$ cat src/rtl/ext_domain_seq.sv
// Per-domain power sequencer for external subsystems: switch, ack, isolation, reset.
// Optional retention state is built when EXT_DOMAIN_SEQ_RETENTION_EN is defined.
module ext_domain_seq #(
  parameter int NDOMAINS    = 2,
  parameter int ACK_TIMEOUT = 255,
  parameter int RST_DELAY   = 4
) (
  input  logic                  clk_i,
  input  logic                  rst_i,
  input  logic [NDOMAINS-1:0]   on_req_i,
  input  logic [NDOMAINS-1:0]   switch_ack_i,
  input  logic [NDOMAINS-1:0]   err_clr_i,
  input  logic [NDOMAINS-1:0]   intr_en_i,
  input  logic [NDOMAINS-1:0]   intr_clr_i,
  input  logic [NDOMAINS-1:0]   ret_req_i,
  output logic [NDOMAINS-1:0]   switch_o,
  output logic [NDOMAINS-1:0]   iso_o,
  output logic [NDOMAINS-1:0]   rst_no,
  output logic [NDOMAINS-1:0]   set_retentive_o,
  output logic [NDOMAINS-1:0]   ready_o,
  output logic [NDOMAINS-1:0]   err_o,
  output logic [NDOMAINS-1:0]   intr_pending_o,
  output logic                  intr_o,
  output logic [4*NDOMAINS-1:0] state_dbg_o
);

  localparam int MAX_T = (ACK_TIMEOUT > RST_DELAY) ? ACK_TIMEOUT : RST_DELAY;
  localparam int TW    = $clog2(MAX_T + 1);
  localparam logic [TW-1:0] T_SAT = '1;
  localparam logic [TW-1:0] ACK_T = TW'(ACK_TIMEOUT);
  localparam logic [TW-1:0] ISO_T = TW'(RST_DELAY - 1);

  localparam logic [3:0] S_OFF     = 4'd0;
  localparam logic [3:0] S_PWR_UP  = 4'd1;
  localparam logic [3:0] S_ISO_OFF = 4'd2;
  localparam logic [3:0] S_RUN     = 4'd3;
  localparam logic [3:0] S_RST_ON  = 4'd4;
  localparam logic [3:0] S_ISO_ON  = 4'd5;
  localparam logic [3:0] S_PWR_DN  = 4'd6;
  localparam logic [3:0] S_ERR     = 4'd7;
  localparam logic [3:0] S_RET     = 4'd8;

`ifndef EXT_DOMAIN_SEQ_RETENTION_EN
  logic unused_ret;
  assign unused_ret = ^ret_req_i;
`endif

  for (genvar g = 0; g < NDOMAINS; g++) begin : g_dom
    logic [3:0]    state_q, state_d;
    logic [TW-1:0] timer_q;
    logic          pend_q;
    logic          set_pend;

    always_comb begin
      state_d = state_q;
      case (state_q)
        S_OFF:     if (on_req_i[g]) state_d = S_PWR_UP;
        // Ack wins over both abort and timeout in the same cycle.
        S_PWR_UP: begin
          if (switch_ack_i[g])             state_d = S_ISO_OFF;
          else if (!on_req_i[g])           state_d = S_PWR_DN;
          else if (timer_q == ACK_T)       state_d = S_ERR;
        end
        S_ISO_OFF: begin
          if (!on_req_i[g])                state_d = S_ISO_ON;
          else if (timer_q == ISO_T)       state_d = S_RUN;
        end
        S_RUN: begin
          if (!on_req_i[g]) begin
`ifdef EXT_DOMAIN_SEQ_RETENTION_EN
            state_d = ret_req_i[g] ? S_RET : S_RST_ON;
`else
            state_d = S_RST_ON;
`endif
          end
        end
        S_RST_ON:  state_d = S_ISO_ON;
        S_ISO_ON:  state_d = S_PWR_DN;
        S_PWR_DN: begin
          if (!switch_ack_i[g])            state_d = S_OFF;
          else if (timer_q == ACK_T)       state_d = S_ERR;
        end
        S_ERR:     if (err_clr_i[g] && !on_req_i[g]) state_d = S_OFF;
`ifdef EXT_DOMAIN_SEQ_RETENTION_EN
        S_RET: begin
          if (on_req_i[g])                 state_d = S_ISO_OFF;
          else if (!ret_req_i[g])          state_d = S_ISO_ON;
        end
`endif
        default:   state_d = S_OFF;
      endcase
    end

    // Reset-forced OFF does not raise an interrupt; only sequenced entries do.
    assign set_pend = (state_d != state_q) &&
                      ((state_d == S_RUN) || (state_d == S_ERR) ||
                       ((state_d == S_OFF) && (state_q == S_PWR_DN)));

    always_ff @(posedge clk_i) begin
      if (rst_i) begin
        state_q <= S_OFF;
        timer_q <= '0;
        pend_q  <= 1'b0;
      end else begin
        state_q <= state_d;
        if (state_d != state_q)  timer_q <= '0;
        else if (timer_q != T_SAT) timer_q <= timer_q + 1'b1;
        pend_q  <= set_pend | (pend_q & ~intr_clr_i[g]);
      end
    end

    assign switch_o[g] = (state_q == S_PWR_UP) || (state_q == S_ISO_OFF) ||
                         (state_q == S_RUN) || (state_q == S_RST_ON) ||
                         (state_q == S_ISO_ON) || (state_q == S_RET);
    assign iso_o[g]    = (state_q == S_OFF) || (state_q == S_PWR_UP) ||
                         (state_q == S_ISO_ON) || (state_q == S_PWR_DN) ||
                         (state_q == S_ERR) || (state_q == S_RET);
    assign rst_no[g]   = (state_q == S_RUN);
    assign ready_o[g]  = (state_q == S_RUN);
    assign err_o[g]    = (state_q == S_ERR);
`ifdef EXT_DOMAIN_SEQ_RETENTION_EN
    assign set_retentive_o[g] = (state_q == S_RET);
`else
    assign set_retentive_o[g] = 1'b0;
`endif
    assign intr_pending_o[g]        = pend_q;
    assign state_dbg_o[4*g +: 4]    = state_q;
  end

  assign intr_o = |(intr_pending_o & intr_en_i);

endmodule

$ cat config.mk
export PLATFORM = sky130hd
export DESIGN_NAME = ext_domain_seq
export DESIGN_NICKNAME = d
export VERILOG_FILES = /design/src/rtl/ext_domain_seq.sv
export SDC_FILE = /design/constraint.sdc
export NUM_CORES = 1
export LEC_CHECK = 0
export ABC_AREA = 1
export CELL_PAD_IN_SITES_DETAIL_PLACEMENT = 1
export CELL_PAD_IN_SITES_GLOBAL_PLACEMENT = 1
export CORE_MARGIN = 2
export CORE_UTILIZATION = 38
export DETAILED_ROUTE_END_ITERATION = 8
export MAX_ROUTING_LAYER = met4
export PLACE_DENSITY = 0.95
export SYNTH_ARGS = -nofsm -noshare
export SYNTH_HDL_FRONTEND = slang
export SYNTH_SLANG_ARGS = --single-unit
$ cat constraint.sdc
create_clock -name clk_i -period 3.2 [get_ports clk_i]
set_clock_uncertainty 0.05 [all_clocks]
set_input_delay 0.64 -clock clk_i [delete_from_list [all_inputs] [get_ports clk_i]]
set_output_delay 0.64 -clock clk_i [all_outputs]
set_load 0.005 [all_outputs]
# After elaboration in Yosys (flattened, before gate mapping)
# Index checks and enable logic that the tools add are counted.
[totals]
in_bits = 14
reg_bits = 26
word_cells = 102
[classes]
reduce_logical = 39
addsub = 2
n_eq_ne = 28
mux = 20
bitwise = 7
[ops]
columns = ["operator", "n"]
rows = [
  ["two-way mux 4 bit", 18],
  ["case mux 4 bit (8 select lines)", 2],
  ["== test 4 x 3 -> 1 bit, second input constant", 10],
  ["== test 4 x 2 -> 1 bit, second input constant", 6],
  ["logical OR 1 bit", 24],
  ["adder 8 x 1 -> 8 bit, second input constant", 2],
  ["== test 8 x 2 -> 1 bit, second input constant", 2],
  ["== test 8 bit, second input constant", 2],
  ["zero test 4 bit", 4],
  ["!= test 8 bit, second input constant", 2],
  ["== test 4 x 1 -> 1 bit, second input constant", 2],
  ["== test 4 bit, second input constant", 2],
  ["!= test 4 bit", 2],
  ["logical AND 1 bit", 6],
  ["OR reduction 2 bit", 3],
  ["bitwise AND 1 bit", 2],
  ["bitwise AND 2 bit", 1],
  ["zero test 1 bit", 2],
  ["inverter 1 bit", 2],
  ["OR 1 bit", 2],
]

# Logic depth before layout (Yosys ltp)
[logic_depth]
word_depth = 10
depth_mapped = 13
ltp_nobuf = 13

# Worst setup path before layout
# Ideal clock, no wire load.
[synth_path]
path_kind = "input-to-reg"
start = "in on_req_i[0]"
end = "reg g_dom[0].timer_q[1]"
path_slack_ps = 1453
t_required_ps = 3084
n_path_buf = 0
t_arrival_ps = 1631
cell_stages = 11
cell_sequence = "inv_1 -> nand2_1 -> nand3_1 -> nand2_1 -> nor2_2 -> nand3_1 -> nand2_1 -> nand3_2 -> nor2_2 -> nand2_4 -> a21oi_2"
[synth_via]
elab_chain_len = 6
word_cells_on_any_way = 11
[synth_rtl]
columns = ["element", "line", "rtl"]
rows = [
  ["start, declared", "10", "input logic [NDOMAINS-1:0] on_req_i,"],
  ["zero test 1 bit", "83", "S_ERR: if (err_clr_i[g] && !on_req_i[g]) state_d = S_OFF;"],
  ["logical AND 1 bit", "83", ""],
  ["two-way mux 4 bit", "83", ""],
  ["case mux 4 bit (8 select lines) (*)", "56", "case (state_q)"],
  ["!= test 4 bit (*)", "106", "if (state_d != state_q) timer_q <= '0;"],
  ["OR reduction 2 bit (no line) (*)", "n/a", ""],
  ["end signal, assigned", "107", "else if (timer_q != T_SAT) timer_q <= timer_q + 1'b1;"],
  ["end, declared", "50", "logic [TW-1:0] timer_q;"],
]
# Mark *: on every way between the ends. The rest lies on a longest branch, timed or not.
# A chain may end at the register's enable or synchronous reset.

# Worst setup path after layout
[layout_path]
start = "reg g_dom[0].state_q[2]"
end = "out switch_o[0]"
[layout_via]
elab_chain_len = 6
word_cells_on_any_way = 11
[layout_rtl]
columns = ["element", "line", "rtl"]
rows = [
  ["start, declared", "49", "logic [3:0] state_q, state_d;"],
  ["start signal, assigned", "105", "state_q <= state_d;"],
  ["== test 4 x 1 -> 1 bit / == test 4 x 2 -> 1 bit (equally long branches)", "112", "assign switch_o[g] = (state_q == S_PWR_UP) || (state_q == S_ISO_OFF) ||"],
  ["logical OR 1 bit (2 in a row)", "112", ""],
  ["logical OR 1 bit (2 in a row)", "113", "(state_q == S_RUN) || (state_q == S_RST_ON) ||"],
  ["logical OR 1 bit (*)", "114", "(state_q == S_ISO_ON) || (state_q == S_RET);"],
  ["end, declared", "16", "output logic [NDOMAINS-1:0] switch_o,"],
]
# Marks and branches as above.

==> impl_metrics.toml <==
[status]
status = "complete, no violations"

[setup_path]
cp_max_fo = 8
crit_path_start_kind = "flop"
worstSetupPathType = "reg2out"
cp_slowest_stage_delay_ns = 0.52
cp_data_required_time_ns = 2.51
arrival_ns = 1.82
crit_path_end_kind = "output pin"
path_cells = "inv_2 -> nor2_4 -> nand2_1 -> inv_1 -> a31oi_1 -> o21ai_0 -> clkdlybuf4s50_1"
crit_buf_inv = 3
crit_slowest_cell = "clkdlybuf4s50_1"
path_delay_family = "buffers and inverters"

[place]
gp_congestion = 0.844
io_buffers = 32
hpwl_um = 3680

[clock_network]
h-tree-depth = 1
cts_buffer_depth = 2
clock_latency_ns = 0.27
hold_buffers = 0
cts_sinks = 26
cts_buffers = 3
cts_root_buf = "clkbuf_8"
post-cts-setup-buffers = 0
cts_tree = "built"
cts_resized = 0
clk_pin_slew_ns = 0.10

[synthesis]
synth_compound_area_share_pct = 12.2
synth_area_leaders = "dfxtp_1 28%, nand2_1 14%, nor2_1 8.6%"
yosys.area.top_type_share_pct = 28.4
synth_seq_cells = 26
synthDistinctLibCells = 35
syn_area_per_cell_um2 = 6.43
yosysWarnings = 0
synth_top_family_by_area = "simple AND/OR/NAND/NOR gates"
syn_inst = 285
synth_area_um2 = 1830
ys_async_sr_fraction_pct = 0
synthXorXnorAreaFrac_pct = 3.82
synth_top_cell_by_area = "dfxtp_1"
synth_mux_area_share_pct = 0
synth_seq_area_share_pct = 28.4
synth_edf_count = 0
yosys.cell_count.top_type = "nand2_1"
synthSimpleGateAreaFrac_pct = 40.4
synth_ff_type = "dfxtp_1"
synth_fa_ha_area_share_pct = 2.05
synth_common_cells = "68 x nand2_1, 42 x nor2_1, 39 x inv_1, 26 x dfxtp_1, 18 x nand3_1"

[drt]
top_layer = "met4"
wl_met2_um = 2350
drt-total-wl_um = 4580
firstDrtPassIters = 4
wl_per_cell_um = 12.4
drtIter0Drc = 28
vias = 1859
final_antenna_net_count = 0
drc = 0
viasPerCell = 5.04
met1_length_um = 2100
met3_length_um = 106

[sta]
setup_viol_count_final = 0
max_freq_mhz = 398
rsz0062_at_grt = "false"
period_minus_slack_ns = 2.51
maxSlewViolCount = 0
finalCritPeriodShare_pct = 78.5
tns_ns = 0
finalHoldViolations = 0

[finish]
diodes = 0
fill_cells = 641
nets = 333
final_util_pct = 47.6
syn2layout_area_growth_pct = 21.8
drive_gt1_share_pct = 11.1

[power]
power_density_nw_per_um2 = 320
ir_drop_mv = 0.165
power_leakage_nw = 1.00

[floorplan]
row_count = 25
die_x_um = 73.5
die_height_um = 73.5
design.core.area_um2 = 4690
die-area_um2 = 5390
io-pin-count = 37
initial_core_util_pct = 39.1

[min_path]
hold_path_class = "reg2reg"

[grt]
grt_pass1_vias = 1838
antenna_found_initial = 0
grt_overflow_total = 0
grt_max_degree = 16
grt.total_usage_pct = 18.8
grt_pass1_wl_um = 8020

[run]
maxCapViolations = 0
[cell type report]
cell class                 instances  area [um^2]  area share [%]
multi-input combinational        209         1090            48.7
sequential                        26          520            23.3
timing repair buffer              32          320            14.3
inverter                          44          166            7.45
tap                               54         67.6            3.03
clock buffer                       3         41.3            1.85
clock inverter                     1         30.0            1.34
[power by group]
group / switching [W] / total, W / internal, W
Clock: 0.000106 / 0.000274 / 0.000167
Sequential: 0.0000102 / 0.000340 / 0.000330
Combinational: 0.0000540 / 0.000101 / 0.0000470
Total: 0.000171 / 0.000715 / 0.000544
[cell families (layout without fill, tap and decap cells)]
family                     after synthesis  after routing
adders and majority gates                3              3
and+or+nand+nor                        160            160
xor gates and xnor gates                 8              8
AOI/OAI and AO/OA                       34             34
other                                    1              4
buffers and inverters                   53             80
DFF                                     26             26
[cells in the final DEF (no fill, tap or decap), drive strengths merged]
cell type       n
clkdlybuf4s50  32
clkinv          1
a22o            1
a21oi          13
bufinv          1
nand2          74
o21ai          10
o221ai          2
xnor2           3
nor2           51
o22ai           1
clkbuf          3
o211ai          1
nor3            5
nand4           7
xor2            5
o21bai          1
o32ai           1
ha              3
nor3b           1
o31ai           1
nand3          22
conb            4
inv            43
a31oi           3
dfxtp          26
[final timing paths]
kind / cells after the start / endpoint / from / slack (ns)
max: 7 / switch_o[0] / g_dom[0].state_q[2] / 0.69
min reg2reg: 2 / g_dom[1].pend_q / g_dom[1].pend_q / 0.45
min: 2 / g_dom[1].pend_q / g_dom[1].pend_q / 0.45
max reg2reg: 12 / g_dom[0].timer_q[1] / g_dom[0].timer_q[0] / 1.21
[metrics by stage]
step / setup slack, ns / instance area (um^2) / hold WS (ns) / total power, W / cells
2_1_floorplan: 1.45 / 1840 / 0.406 / 0.000406 / 288
3_3_place_gp: 0.711 / 2160 / 0.424 / 0.000445 / 365
3_5_place_dp: 0.644 / 2160 / 0.442 / 0.000448 / 365
4_1_cts: 0.673 / 2230 / 0.457 / 0.000724 / 369
5_1_grt: 0.555 / 2230 / 0.480 / 0.000748 / 369
6_report: 0.689 / 2230 / 0.451 / 0.000715 / 369
[sequential cells by signal (all words and copies together), names as in the netlist]
register	cells
g_dom.pend_q	2
g_dom.state_q	8
g_dom.timer_q	16
[worst min-delay path, stage by stage (launching register included)]
cell     delay [ns]
dfxtp_1        0.33
nand2_1        0.07
a21oi_1        0.06
[layer usage]
metal / vias up / track usage, %
met5: - / -
met4: 0 / 4.04
met3: 2 / 1.65
met2: 25 / 32.6
met1: 874 / 23.7
li1: 958 / -
Note: power is estimated with default switching activity, not from simulation.
